[config.mk]
export PLATFORM = sky130hd
export DESIGN_NAME = multi_ch_clk_div
export DESIGN_NICKNAME = d
export VERILOG_FILES = /design/src/rtl/multi_ch_clk_div.sv
export SDC_FILE = /design/constraint.sdc
export NUM_CORES = 1
export LEC_CHECK = 0
export CAP_MARGIN = 20
export CORE_AREA = 2 2 103 105
export CTS_CLUSTER_DIAMETER = 80
export CTS_CLUSTER_SIZE = 24
export DETAILED_ROUTE_END_ITERATION = 8
export DIE_AREA = 0 0 105 107
export GPL_ROUTABILITY_DRIVEN = 0
export PLACE_DENSITY = 0.8
export SLEW_MARGIN = 10
export SYNTH_ARGS = -nofsm -noshare
export SYNTH_HDL_FRONTEND = slang
export SYNTH_SLANG_ARGS = --single-unit
[constraint.sdc]
create_clock -name I_ref_clk -period 3.8 [get_ports I_ref_clk]
set_input_delay 0.57 -clock I_ref_clk [delete_from_list [all_inputs] [get_ports I_ref_clk]]
set_output_delay 0.57 -clock I_ref_clk [all_outputs]
set_load 0.01 [all_outputs]
[src/rtl/multi_ch_clk_div.sv]
// multi_ch_clk_div: NUM_CH independent glitch-free integer clock dividers on one reference clock.
// Latency: an enable/ratio sampled at a period boundary (or on I_sync) takes effect on the next I_ref_clk edge.
// Backpressure: none; enable/ratio changes made mid-period are held off until the period completes.
//
// Ports:
//   I_ref_clk   reference clock, the only clock in the block
//   I_rst       asynchronous active-high reset
//   I_clk_en    per-channel enable, sampled only at a boundary or on I_sync
//   I_div_ratio packed ratios, channel c uses bits [c*WIDTH +: WIDTH]
//   I_sync      one-cycle strobe restarting every enabled channel in phase
//   O_div_clk   divided clock per channel (bypass: I_ref_clk)
//   O_tick      one-cycle pulse coincident with each O_div_clk rise
//   O_active    channel is dividing or bypassing
module multi_ch_clk_div #(
    parameter int WIDTH         = 8,
    parameter int NUM_CH        = 4,
    parameter bit GATE_WHEN_OFF = 1'b1
) (
    input  logic                    I_ref_clk,
    input  logic                    I_rst,
    input  logic [NUM_CH-1:0]       I_clk_en,
    input  logic [NUM_CH*WIDTH-1:0] I_div_ratio,
    input  logic                    I_sync,
    output logic [NUM_CH-1:0]       O_div_clk,
    output logic [NUM_CH-1:0]       O_tick,
    output logic [NUM_CH-1:0]       O_active
);

    typedef enum logic [1:0] {
        MODE_OFF = 2'd0,
        MODE_BYP = 2'd1,
        MODE_DIV = 2'd2
    } mode_e;

    typedef enum logic {
        PH_L = 1'b0,
        PH_H = 1'b1
    } phase_e;

    localparam logic [WIDTH-1:0] ONE = WIDTH'(1);
    localparam logic [WIDTH-1:0] TWO = WIDTH'(2);

    for (genvar c = 0; c < NUM_CH; c++) begin : g_ch
        logic [WIDTH-1:0] ratio_in;
        logic [WIDTH-1:0] ratio_q, ratio_d;
        mode_e            mode_q, mode_d;
        phase_e           phase_q, phase_d;
        logic [WIDTH-1:0] cnt_q, cnt_d;
        logic             div_q, div_d;
        logic [WIDTH-1:0] len_h;
        logic [WIDTH-1:0] len_l;
        logic             h_last;
        logic             l_last;
        logic             boundary;

        assign ratio_in = I_div_ratio[c*WIDTH +: WIDTH];

        // Odd ratios put the extra cycle in the high phase. For the maximum
        // ratio len_h is 2^(WIDTH-1), which still fits in WIDTH bits.
        assign len_h  = (ratio_q >> 1) + {{(WIDTH-1){1'b0}}, ratio_q[0]};
        assign len_l  = ratio_q >> 1;
        assign h_last = (cnt_q == len_h - ONE);
        assign l_last = (cnt_q == len_l - ONE);

        // Only OFF, BYP or the final low cycle may change mode or ratio. The
        // divided output is low (or about to rise with I_ref_clk) at all of
        // them, so the output mux never produces a runt pulse.
        assign boundary = (mode_q != MODE_DIV) || ((phase_q == PH_L) && l_last);

        always_ff @(posedge I_ref_clk or posedge I_rst) begin
            if (I_rst) begin
                ratio_q <= '0;
                mode_q  <= MODE_OFF;
                phase_q <= PH_L;
                cnt_q   <= '0;
                div_q   <= 1'b0;
            end else begin
                ratio_q <= ratio_d;
                mode_q  <= mode_d;
                phase_q <= phase_d;
                cnt_q   <= cnt_d;
                div_q   <= div_d;
            end
        end

        always_comb begin
            ratio_d = ratio_q;
            mode_d  = mode_q;
            phase_d = phase_q;
            cnt_d   = cnt_q;
            div_d   = div_q;

            // I_sync forces the reload path regardless of where the channel is.
            if (I_sync || boundary) begin
                if (!I_clk_en[c]) begin
                    mode_d  = MODE_OFF;
                    phase_d = PH_L;
                    cnt_d   = '0;
                    div_d   = 1'b0;
                end else if (ratio_in < TWO) begin
                    mode_d  = MODE_BYP;
                    ratio_d = ratio_in;
                    phase_d = PH_L;
                    cnt_d   = '0;
                    div_d   = 1'b0;
                end else begin
                    mode_d  = MODE_DIV;
                    ratio_d = ratio_in;
                    phase_d = PH_H;
                    cnt_d   = '0;
                    div_d   = 1'b1;
                end
            end else if (phase_q == PH_H) begin
                if (h_last) begin
                    phase_d = PH_L;
                    cnt_d   = '0;
                    div_d   = 1'b0;
                end else begin
                    cnt_d = cnt_q + ONE;
                end
            end else begin
                cnt_d = cnt_q + ONE;
            end
        end

        always_comb begin
            case (mode_q)
                MODE_DIV: O_div_clk[c] = div_q;
                MODE_BYP: O_div_clk[c] = I_ref_clk;
                default:  O_div_clk[c] = GATE_WHEN_OFF ? 1'b0 : I_ref_clk;
            endcase
        end

        assign O_tick[c]   = ((mode_q == MODE_DIV) && (phase_q == PH_H) && (cnt_q == '0))
                             || (mode_q == MODE_BYP);
        assign O_active[c] = (mode_q != MODE_OFF);
    end

endmodule

# Yosys cells after proc, flatten, opt, wreduce, memory -nomap -nowiden
# Cells that the tools add are included.
# word_totals
register_bits,80
latchBits,0
ram_bits,0
mem_bits_ro,0
output_inout_bits,12
mem_count,0
# classes
n_addsub,16
mul,0
div,0
n_lt_le_gt_ge,4
n_eq_ne,20
shift,0
muxes,56
bitwise_logic,4
n_reduce_logical,48
# ops
cell,count
8-bit 2-to-1 mux,12
8-bit equality test,8
7-bit by 1-bit adder with 8-bit output,4
8-bit by 1-bit adder with 8-bit output (second input constant),4
8-bit zero test,4
8-bit by 2-bit less-than comparator with 1-bit output (second input constant),4
1-bit 2-to-1 mux,32
7-bit by 1-bit subtractor with 8-bit output (second input constant),4
8-bit by 1-bit subtractor with 8-bit output (second input constant),4
2-bit nonzero test,12
2-bit 2-to-1 mux,8
2-bit AND reduction,8
1-bit logical AND,12
1-bit logical OR,12
2-bit by 1-bit equality test with 1-bit output (second input constant),4
2-bit equality test (second input constant),4
2-bit inequality test (second input constant),4
1-bit one-hot mux with 2 select lines,4
1-bit inverter,4

# Longest topological paths before layout
# Gate-level depths: netlist of the first run.
# logic_depth
word_depth,7
mapped_depth,10
depth_no_buf,9

==> results of run 1 <==
==> layout by cell type (no fill, tap or decap), types with 4 or more instances in the layout <==
cell type	count
clkbuf_8	14
nand2b_1	12
a21oi_1	7
nor2b_1	8
a31o_2	6
o211ai_1	7
mux2_4	13
or4_1	6
o211a_1	5
mux2_2	15
o21ai_0	16
dfrtp_1	80
a21o_1	7
a41o_1	4
nor3_1	13
clkdlybuf4s50_1	50
nand4_1	8
ha_1	32
nand2_1	23
nand3_1	33
nor3b_1	8
inv_1	46
nor4bb_1	4
a211o_1	4
a22oi_1	4
nor4_1	13
and3_1	14
nor2_1	46
xnor2_1	40
xor2_1	31
==> worst register-to-register path: cells and delay by family, from the launching register on <==
family / cells / cell delay (ns)
DFF: 1 / 0.43
and+or+nand+nor: 3 / 1.06
buffers and inverters: 1 / 0.11
AOI/OAI and AO/OA: 2 / 0.73
adders and majority gates: 1 / 0.18
xor gates and xnor gates: 1 / 0.14
==> worst min path at each step <==
stage,start,to,slack [ns],cells after the start
after floorplan,g_ch[2].mode_q[1]$_DFFE_PP0N_,g_ch[2].mode_q[1]$_DFFE_PP0N_,0.48,1
after global placement,g_ch[2].mode_q[1]$_DFFE_PP0N_,g_ch[2].mode_q[1]$_DFFE_PP0N_,0.49,1
after detailed placement,g_ch[1].ratio_q[0]$_DFFE_PP0P_,g_ch[1].ratio_q[0]$_DFFE_PP0P_,0.51,1
after CTS,I_rst,g_ch[1].ratio_q[5]$_DFFE_PP0P_,0.52,3
after global routing,I_rst,g_ch[1].ratio_q[4]$_DFFE_PP0P_,0.54,3
final,I_rst,g_ch[1].ratio_q[5]$_DFFE_PP0P_,0.50,3
==> registers in the layout (all words and copies together) (netlist names) <==
name	flops
g_ch.cnt_q	32
g_ch.mode_q	8
g_ch.ratio_q	32
g_ch.div_q	4
g_ch.phase_q	4
==> cells by family (layout without fill, tap and decap cells) <==
kind of cell               Yosys count  after routing  synth area share
AOI/OAI and AO/OA                   97             97             0.135
xor gates and xnor gates            71             71             0.111
adders and majority gates           32             32            0.0716
buffers and inverters               70            121            0.0526
DFF                                 80             80             0.358
muxes                               31             31            0.0705
and+or+nand+nor                    207            207             0.201
==> area by class of cell <==
type | instances | share of cell area
Multi-Input combinational cell | 438 | 0.514
Sequential cell | 80 | 0.312
Timing Repair Buffer | 49 | 0.0753
Clock buffer | 19 | 0.0369
Inverter | 47 | 0.0277
Tap cell | 136 | 0.0265
Clock inverter | 6 | 0.00800
==> routing by layer <==
layer / wire length, µm / vias to the layer above / share of wire / global-route usage
met1: 5440 / 2249 / 0.43 / 0.293
met5: 0 / - / 0 / 0
met2: 6000 / 154 / 0.48 / 0.396
met4: 386 / 0 / 0.031 / 0.120
li1: - / 2190 / - / -
met3: 720 / 39 / 0.057 / 0.0505
==> power by group through the flow <==
stage / clock network (mW) / registers, mW / logic [mW]
after floorplan: 0.0135 / 1.11 / 0.939
after global placement: 0.0229 / 1.21 / 1.07
after detailed placement: 0.0229 / 1.22 / 1.12
after CTS: 0.798 / 1.21 / 1.13
after global routing: 0.835 / 1.24 / 1.26
final: 0.775 / 1.21 / 1.13
==> impl_metrics.py, run 1 <==
metrics = {
    "run_status": {
        "status": "finished clean",
    },
    "worst_setup_path": {
        "cp.required_ns": 3.23,
        "max_stage_delay_ns": 0.48,
        "r2r-end": "g_ch[1].div_q$_DFFE_PP0P_",
        "r2r_start": "g_ch[1].ratio_q[1]$_DFFE_PP0P_",
        "worstSetupPathType": "clock port to output pin",
        "timing.reg2reg.setup_slack_ns": 1.00,
        "worst-path-buf-inv": 3,
        "start_kind": "clock port",
        "cp_common_cell": "clkbuf_8",
        "path_cells": "clkbuf_8, clkbuf_8, a22oi_1, nor2b_1, clkdlybuf4s50_1",
        "rr_worst_depth": 8,
        "end_kind": "output pin",
        "cp_max_fo": 2,
        "path_depth": 5,
        "critPathLaunch": "I_ref_clk",
        "critical_path.top_delay_family": "buffers and inverters",
        "crit_path_end": "O_div_clk[0]",
        "crit_slowest_cell": "clkdlybuf4s50_1",
        "worstPathArrival_ns": 2.89,
    },
    "synthesis": {
        "async_reset_ff_frac": 1.00,
        "synth_top_area_cell": "dfrtp_1",
        "postSynthCellCount": 588,
        "synth_top_area_frac": 0.358,
        "synth_nets": 659,
        "synth-main-ff-cell": "dfrtp_1",
        "syn-cell-area_um2": 5590,
        "synth_edf_count": 0,
        "synth-seq-cells": 80,
        "synthMostInstantiatedCell": "dfrtp_1",
        "synth_common_cells": "dfrtp_1 (80), inv_1 (47), nor2_1 (46), xnor2_1 (40), nand3_1 (33)",
        "synth_cell_types": 70,
        "yosysWarnings": 0,
        "yosysSeqAreaShare": 0.358,
        "synthTopCellsByArea": "dfrtp_1 (36%), ha_1 (7.2%), xnor2_1 (6.3%)",
        "syn_area_per_cell_um2": 9.51,
    },
    "place": {
        "place_area_um2": 6170,
        "preCtsSetupSlack_ns": 0.655,
        "io_buffer_count": 50,
        "dpl.hpwl_um": 9140,
        "dpl.cell_count": 754,
    },
    "grt": {
        "grt_usage": 0.238,
        "grt_pass1_wl_um": 21700,
        "antenna_found_initial": 0,
        "grt_max_degree": 50,
        "grt_pass1_vias": 4753,
        "overflow": 0,
    },
    "power_and_ir_drop": {
        "p_int_mw": 1.92,
        "peakVddDrop_mv": 0.391,
        "p_per_area_nw_per_um2": 486,
        "switchingPower_mw": 1.19,
        "swShare": 0.383,
        "p_clk_frac": 0.248,
        "pwr-share-seq": 0.389,
        "pwr-share-comb": 0.363,
        "fin_total_pwr_mw": 3.12,
        "leakage_nw": 2.79,
    },
    "routing": {
        "via_count": 4632,
        "drt_wl_total_um": 12500,
        "drt_first_pass_iters": 4,
        "antenna_left": 0,
        "viasPerCell": 5.98,
        "drt_iter0_drc": 213,
        "routedWlPerCell_um": 16.2,
        "drc_errors": 0,
    },
    "sta": {
        "rsz0062_at_grt": "false",
        "fin_skew_ns": 0.0167,
        "maxSlewViolCount": 0,
        "slew-limit-headroom": 0.416,
        "hold_viol": 0,
        "setup_viol": 0,
        "setup_ws_ns": 0.343,
        "fin_setup_tns_ns": 0,
        "fin_hold_ws_ns": 0.501,
        "tightest_slew_ns": 0.854,
    },
    "finish": {
        "nFillCells": 858,
        "multiInputGateArea_um2": 3290,
        "finalNonFillerCells": 775,
        "antenna_cells": 0,
        "seq_area_um2": 2000,
        "finalNetCount": 704,
        "final_core_util": 0.636,
        "drive_gt1_frac": 0.103,
        "fin_area_um2": 6410,
        "area_growth_pct": 14.7,
    },
    "floorplanning": {
        "fp.dieH_um": 107,
        "die_x_um": 105,
        "io_pins": 51,
        "start_util": 0.554,
        "fp-row-count": 37,
        "die_area_um2": 11200,
        "fp.coreArea_um2": 10100,
    },
    "worst_hold_path": {
        "min_path_type": "primary input to async pin",
    },
    "flow_run": {
        "maxCapViolations": 0,
    },
    "cts": {
        "cts_tree": "built",
        "cts_setup_buffers": 0,
        "clock_latency_ns": 0.47,
        "ctsResizeCount": 0,
        "postCtsHoldBufs": 0,
        "path_clk_slew_ns": 0.09,
    },
}
Note: power is estimated with default switching activity, not from simulation.
==> run 2, diff against run 1 <==
- MAX_ROUTING_LAYER: unset -> met4
==> run 2 against run 1 <==
Compared with the run above:
- sequential power about the same
- setup slack better by 0.00091 ns
- hold slack better by 0.0017 ns
- clock skew is essentially flat
- critical path depth unchanged
- critical path type unchanged
- largest cell class unchanged
- highest routed layer unchanged
==> impl_metrics.py, run 2 (synthesized netlist as in run 1, its figures left out) <==
metrics = {
    "finish": {
        "final_core_util": 0.636,
        "final_common_cell": "dfrtp_1",
        "drive_gt1_frac": 0.103,
        "layout_common_cells": "dfrtp_1 (80), clkdlybuf4s50_1 (50), nor2_1 (46), inv_1 (46), xnor2_1 (40)",
        "reg_top3": "g_ch.cnt_q: 32 flops, g_ch.ratio_q: 32 flops, g_ch.mode_q: 8 flops",
        "fin_area_um2": 6410,
        "finalNetCount": 704,
        "antenna_cells": 0,
        "area_growth_pct": 14.7,
    },
    "cts": {
        "cts_tree": "built",
        "postCtsHoldBufs": 0,
        "ctsResizeCount": 0,
        "clock_latency_ns": 0.47,
        "path_clk_slew_ns": 0.09,
        "cts_setup_buffers": 0,
    },
    "worst_setup_path": {
        "worst-path-buf-inv": 3,
        "worstSetupPathType": "clock port to output pin",
        "critPathLaunch": "I_ref_clk",
        "path_cells": "clkbuf_8, clkbuf_8, a22oi_1, nor2b_1, clkdlybuf4s50_1",
        "r2r_start": "g_ch[1].ratio_q[1]$_DFFE_PP0P_",
        "crit_slowest_cell": "clkdlybuf4s50_1",
        "start_kind": "clock port",
        "cp_common_cell": "clkbuf_8",
        "cp.required_ns": 3.23,
        "critical_path.top_delay_family": "buffers and inverters",
        "max_stage_delay_ns": 0.48,
        "cp_max_fo": 2,
        "end_kind": "output pin",
        "worstPathArrival_ns": 2.89,
    },
    "grt": {
        "antenna_found_initial": 0,
        "grt_usage": 0.245,
        "grt_pass1_vias": 4750,
        "grt_max_degree": 50,
        "grt_pass1_wl_um": 21700,
        "overflow": 0,
    },
    "place": {
        "dpl.hpwl_um": 9140,
        "place_area_um2": 6170,
        "preCtsSetupSlack_ns": 0.655,
        "io_buffer_count": 50,
    },
    "sta": {
        "fin_setup_tns_ns": 0,
        "slew-limit-headroom": 0.432,
        "rsz0062_at_grt": "false",
        "setup_ws_ns": 0.343,
        "tightest_slew_ns": 0.831,
        "setup_viol": 0,
        "fin_skew_ns": 0.0166,
        "maxSlewViolCount": 0,
        "fin_hold_ws_ns": 0.503,
        "hold_viol": 0,
    },
    "routing": {
        "drt_first_pass_iters": 6,
        "drc_errors": 0,
        "drt_iter0_drc": 204,
        "viasPerCell": 6.00,
        "antenna_left": 0,
        "via_count": 4649,
        "drt_wl_total_um": 12500,
        "routedWlPerCell_um": 16.2,
    },
    "floorplanning": {
        "die_x_um": 105,
        "die_area_um2": 11200,
        "fp.coreArea_um2": 10100,
        "fp.dieH_um": 107,
        "start_util": 0.554,
        "io_pins": 51,
        "fp-row-count": 37,
    },
    "power_and_ir_drop": {
        "leakage_nw": 2.79,
        "peakVddDrop_mv": 0.391,
        "p_per_area_nw_per_um2": 486,
    },
    "run_status": {
        "status": "finished clean",
    },
    "flow_run": {
        "maxCapViolations": 0,
    },
    "worst_hold_path": {
        "min_path_type": "primary input to async pin",
    },
}
## run 2: cell counts in the layout (fill, tap and decap cells not counted)
No cell type changed its count.
## run 2: layout make-up
cell class | count | area, µm²
Inverter | 47 | 178
Fill cell | 858 | 3680
Timing Repair Buffer | 49 | 483
Sequential cell | 80 | 2000
Multi-Input combinational cell | 438 | 3290
Tap cell | 136 | 170
Clock inverter | 6 | 51.3
Clock buffer | 19 | 236
## run 2: layer usage
layer	track usage	routed length [µm]	vias up
met4	0.120	354	0
met2	0.397	6020	175
met3	0.0486	754	38
met5	-	0	-
li1	-	-	2187
met1	0.295	5420	2249
## run 2: metrics by stage
step	instances	total power, mW
4_1_cts	775	3.13
6_report	775	3.12
5_1_grt	775	3.33
2_1_floorplan	588	2.06
3_3_place_gp	754	2.30
3_5_place_dp	754	2.36
## run 2: worst paths after layout
| check | cells past startpoint | to | slack, ns |
|---|---|---|---|
| min reg2reg | 1 | g_ch[1].mode_q[1]$_DFFE_PP0N_ | 0.53 |
| min in group I_ref_clk | 1 | g_ch[1].mode_q[1]$_DFFE_PP0N_ | 0.53 |
| max reg2reg | 8 | g_ch[1].div_q$_DFFE_PP0P_ | 1.00 |
| max in group asynchronous | 3 | g_ch[1].cnt_q[2]$_DFF_PP0_ | 2.78 |
| max | 5 | O_div_clk[0] | 0.34 |
| min | 3 | g_ch[1].ratio_q[5]$_DFFE_PP0P_ | 0.50 |
## run 2: worst min-delay path: stages
cell             delay (ns)
clkdlybuf4s50_1        0.42
clkinv_2               0.06
buf_4                  0.35
## run 2: where the power goes
part	leakage (nW)	internal [mW]	switching (mW)
Sequential	1.02	0.987	0.225
Clock	0.151	0.375	0.398
Combinational	1.61	0.562	0.569
Total	2.79	1.92	1.19
==> run 3, diff against run 2 <==
- ABC_AREA: unset -> 1
- CORE_AREA: 2 2 103 105 -> 2 2 107 109
- DIE_AREA: 0 0 105 107 -> 0 0 109 111
- PLACE_DENSITY: 0.8 -> 0.79
- clock period: 3.8 -> 3.2 ns (I/O delays scaled with it)
==> run 3 against run 2 <==
Compared with the run above:
- synthesized area is 7.6% higher
- first-iteration DRC count unchanged
- critical endpoint is now O_div_clk[2]
- hold slack worse by 0.045 ns
- sequential share of layout area is 2.5 points lower
- count of clock-buffer cells in the layout grew 2
==> impl_metrics.py, run 3 <==
metrics = {
    "synthesis": {
        "synth_common_cells": "nand2_1 (332), inv_1 (130), nor2_1 (99), nand3_1 (86), dfrtp_1 (80)",
        "synthTopCellsByArea": "dfrtp_1 (33%), nand2_1 (21%), inv_1 (8.1%)",
        "async_reset_ff_frac": 1.00,
        "syn_area_per_cell_um2": 6.66,
        "synth_top_area_frac": 0.333,
        "synthMostInstantiatedCell": "nand2_1",
        "synth_top_area_cell": "dfrtp_1",
        "yosysWarnings": 0,
        "synth_cell_types": 33,
        "synth-main-ff-cell": "dfrtp_1",
        "syn-cell-area_um2": 6020,
        "yosysSeqAreaShare": 0.333,
        "synth_edf_count": 0,
        "synth_nets": 975,
        "synth-seq-cells": 80,
        "postSynthCellCount": 904,
    },
    "routing": {
        "drt_wl_total_um": 13400,
        "drc_errors": 0,
        "routedWlPerCell_um": 12.1,
        "via_count": 5599,
        "drt_iter0_drc": 204,
        "drt_first_pass_iters": 6,
        "viasPerCell": 5.07,
        "antenna_left": 0,
    },
    "grt": {
        "grt_pass1_wl_um": 23700,
        "antenna_found_initial": 0,
        "overflow": 0,
        "grt_pass1_vias": 5415,
        "grt_usage": 0.251,
        "grt_max_degree": 43,
    },
    "floorplanning": {
        "fp.dieH_um": 111,
        "die_area_um2": 12100,
        "die_x_um": 109,
        "io_pins": 51,
        "fp.coreArea_um2": 11100,
        "start_util": 0.543,
        "fp-row-count": 39,
    },
    "power_and_ir_drop": {
        "pwr-share-comb": 0.264,
        "pwr-share-seq": 0.363,
        "switchingPower_mw": 1.09,
        "peakVddDrop_mv": 0.258,
        "p_clk_frac": 0.373,
        "p_int_mw": 2.22,
        "p_per_area_nw_per_um2": 475,
        "swShare": 0.330,
        "leakage_nw": 3.55,
    },
    "cts": {
        "ctsResizeCount": 0,
        "clock_latency_ns": 0.44,
        "cts_tree": "built",
        "path_clk_slew_ns": 0.05,
        "cts_setup_buffers": 0,
        "postCtsHoldBufs": 0,
    },
    "sta": {
        "tightest_slew_ns": 0.729,
        "setup_viol": 0,
        "slew-limit-headroom": 0.513,
        "fin_setup_tns_ns": 0,
        "maxSlewViolCount": 0,
        "fin_skew_ns": 0.00507,
        "rsz0062_at_grt": "false",
        "hold_viol": 0,
    },
    "finish": {
        "layout_common_cells": "nand2_1 (332), inv_1 (129), nor2_1 (99)",
        "finalNetCount": 1029,
        "drive_gt1_frac": 0.0489,
        "area_growth_pct": 15.8,
        "nFillCells": 972,
        "finalNonFillerCells": 1104,
        "fin_area_um2": 6970,
        "final_common_cell": "nand2_1",
        "reg_top3": "g_ch.cnt_q: 32 flops, g_ch.ratio_q: 32 flops, g_ch.mode_q: 8 flops",
        "antenna_cells": 0,
    },
    "run_status": {
        "status": "finished clean",
    },
    "worst_setup_path": {
        "worstPathArrival_ns": 2.49,
        "end_kind": "output pin",
        "timing.reg2reg.setup_slack_ns": 1.07,
        "cp_max_fo": 3,
        "critPathLaunch": "I_ref_clk",
        "cp.required_ns": 2.72,
        "start_kind": "clock port",
        "worstSetupPathType": "clock port to output pin",
        "r2r_start": "g_ch[3].ratio_q[1]$_DFFE_PP0P_",
        "rr_worst_depth": 12,
    },
    "flow_run": {
        "maxCapViolations": 0,
    },
    "place": {
        "place_area_um2": 6600,
        "dpl.cell_count": 1086,
        "dpl.hpwl_um": 10200,
        "io_buffer_count": 50,
    },
    "worst_hold_path": {
        "min_path_type": "primary input to async pin",
    },
}
run 3: cell count changes after synthesis, moves of 13 or more:
| cell | change |
|---|---|
| inv_1 | +83 |
| clkbuf_1 | -15 |
| mux2_4 | -13 |
| nor2_1 | +53 |
| and3_1 | -14 |
| nand3_1 | +53 |
| mux2_2 | -15 |
| xnor2_1 | -26 |
| nand2_1 | +309 |
run 3: logic make-up (layout without fill, tap and decap cells):
logic type / Yosys count / in the layout / synth area share
buffers and inverters: 143 / 200 / 0.0998
adder cells (fa/ha/maj): 32 / 32 / 0.0665
XOR/XNOR: 37 / 37 / 0.0539
AND/OR/NAND/NOR: 576 / 576 / 0.410
AO/OA/AOI/OAI: 36 / 36 / 0.0368
flip-flops: 80 / 80 / 0.333
run 3: per-layer routing:
layer / wire length [µm] / global-route usage / vias up
met5: 0 / - / -
met4: 309 / 0.102 / 0
met3: 621 / 0.0506 / 34
met2: 6360 / 0.400 / 135
met1: 6080 / 0.311 / 2526
li1: - / - / 2904
run 3: layout make-up:
class	count	area, µm²	share of cell area
Inverter	130	489	0.0702
Clock buffer	21	400	0.0575
Clock inverter	1	5.00	0.000719
Multi-Input combinational cell	681	3410	0.490
Tap cell	143	179	0.0257
Timing Repair Buffer	48	475	0.0683
Sequential cell	80	2000	0.287
run 3: final timing paths:
| kind | to |
|---|---|
| max | O_div_clk[2] |
| min | g_ch[2].ratio_q[0]$_DFFE_PP0P_ |
| max reg2reg | g_ch[3].cnt_q[2]$_DFF_PP0_ |
| min in group I_ref_clk | g_ch[2].ratio_q[0]$_DFFE_PP0P_ |
| min reg2reg | g_ch[2].ratio_q[0]$_DFFE_PP0P_ |
| max in group asynchronous | g_ch[3].ratio_q[2]$_DFFE_PP0P_ |
run 3: power by group through the flow:
stage          logic (mW)  registers, mW  clock network [mW]
3_3_place_gp        0.843           1.22              0.0122
4_1_cts             0.872           1.20                1.26
6_report            0.874           1.20                1.23
2_1_floorplan       0.681           1.18             0.00572
5_1_grt              1.01           1.22                1.30
3_5_place_dp        0.863           1.22              0.0122
run 3: through the flow:
stage               hold WS, ns  setup WS, ns  utilization  total power, mW
finish                    0.458         0.227        0.629             3.31
global route              0.503         0.195        0.629             3.53
CTS                       0.474         0.218        0.629             3.33
detailed placement        0.459         0.549        0.596             2.09
global placement          0.455         0.550        0.596             2.07
floorplan                 0.442         0.668            -             1.86
run 3: critical path: stages:
cell and delay (ns):
clkbuf_16 0.13, clkbuf_16 0.14, nand2_1 0.05, a21boi_0 0.09
clkdlybuf4s50_1 0.48
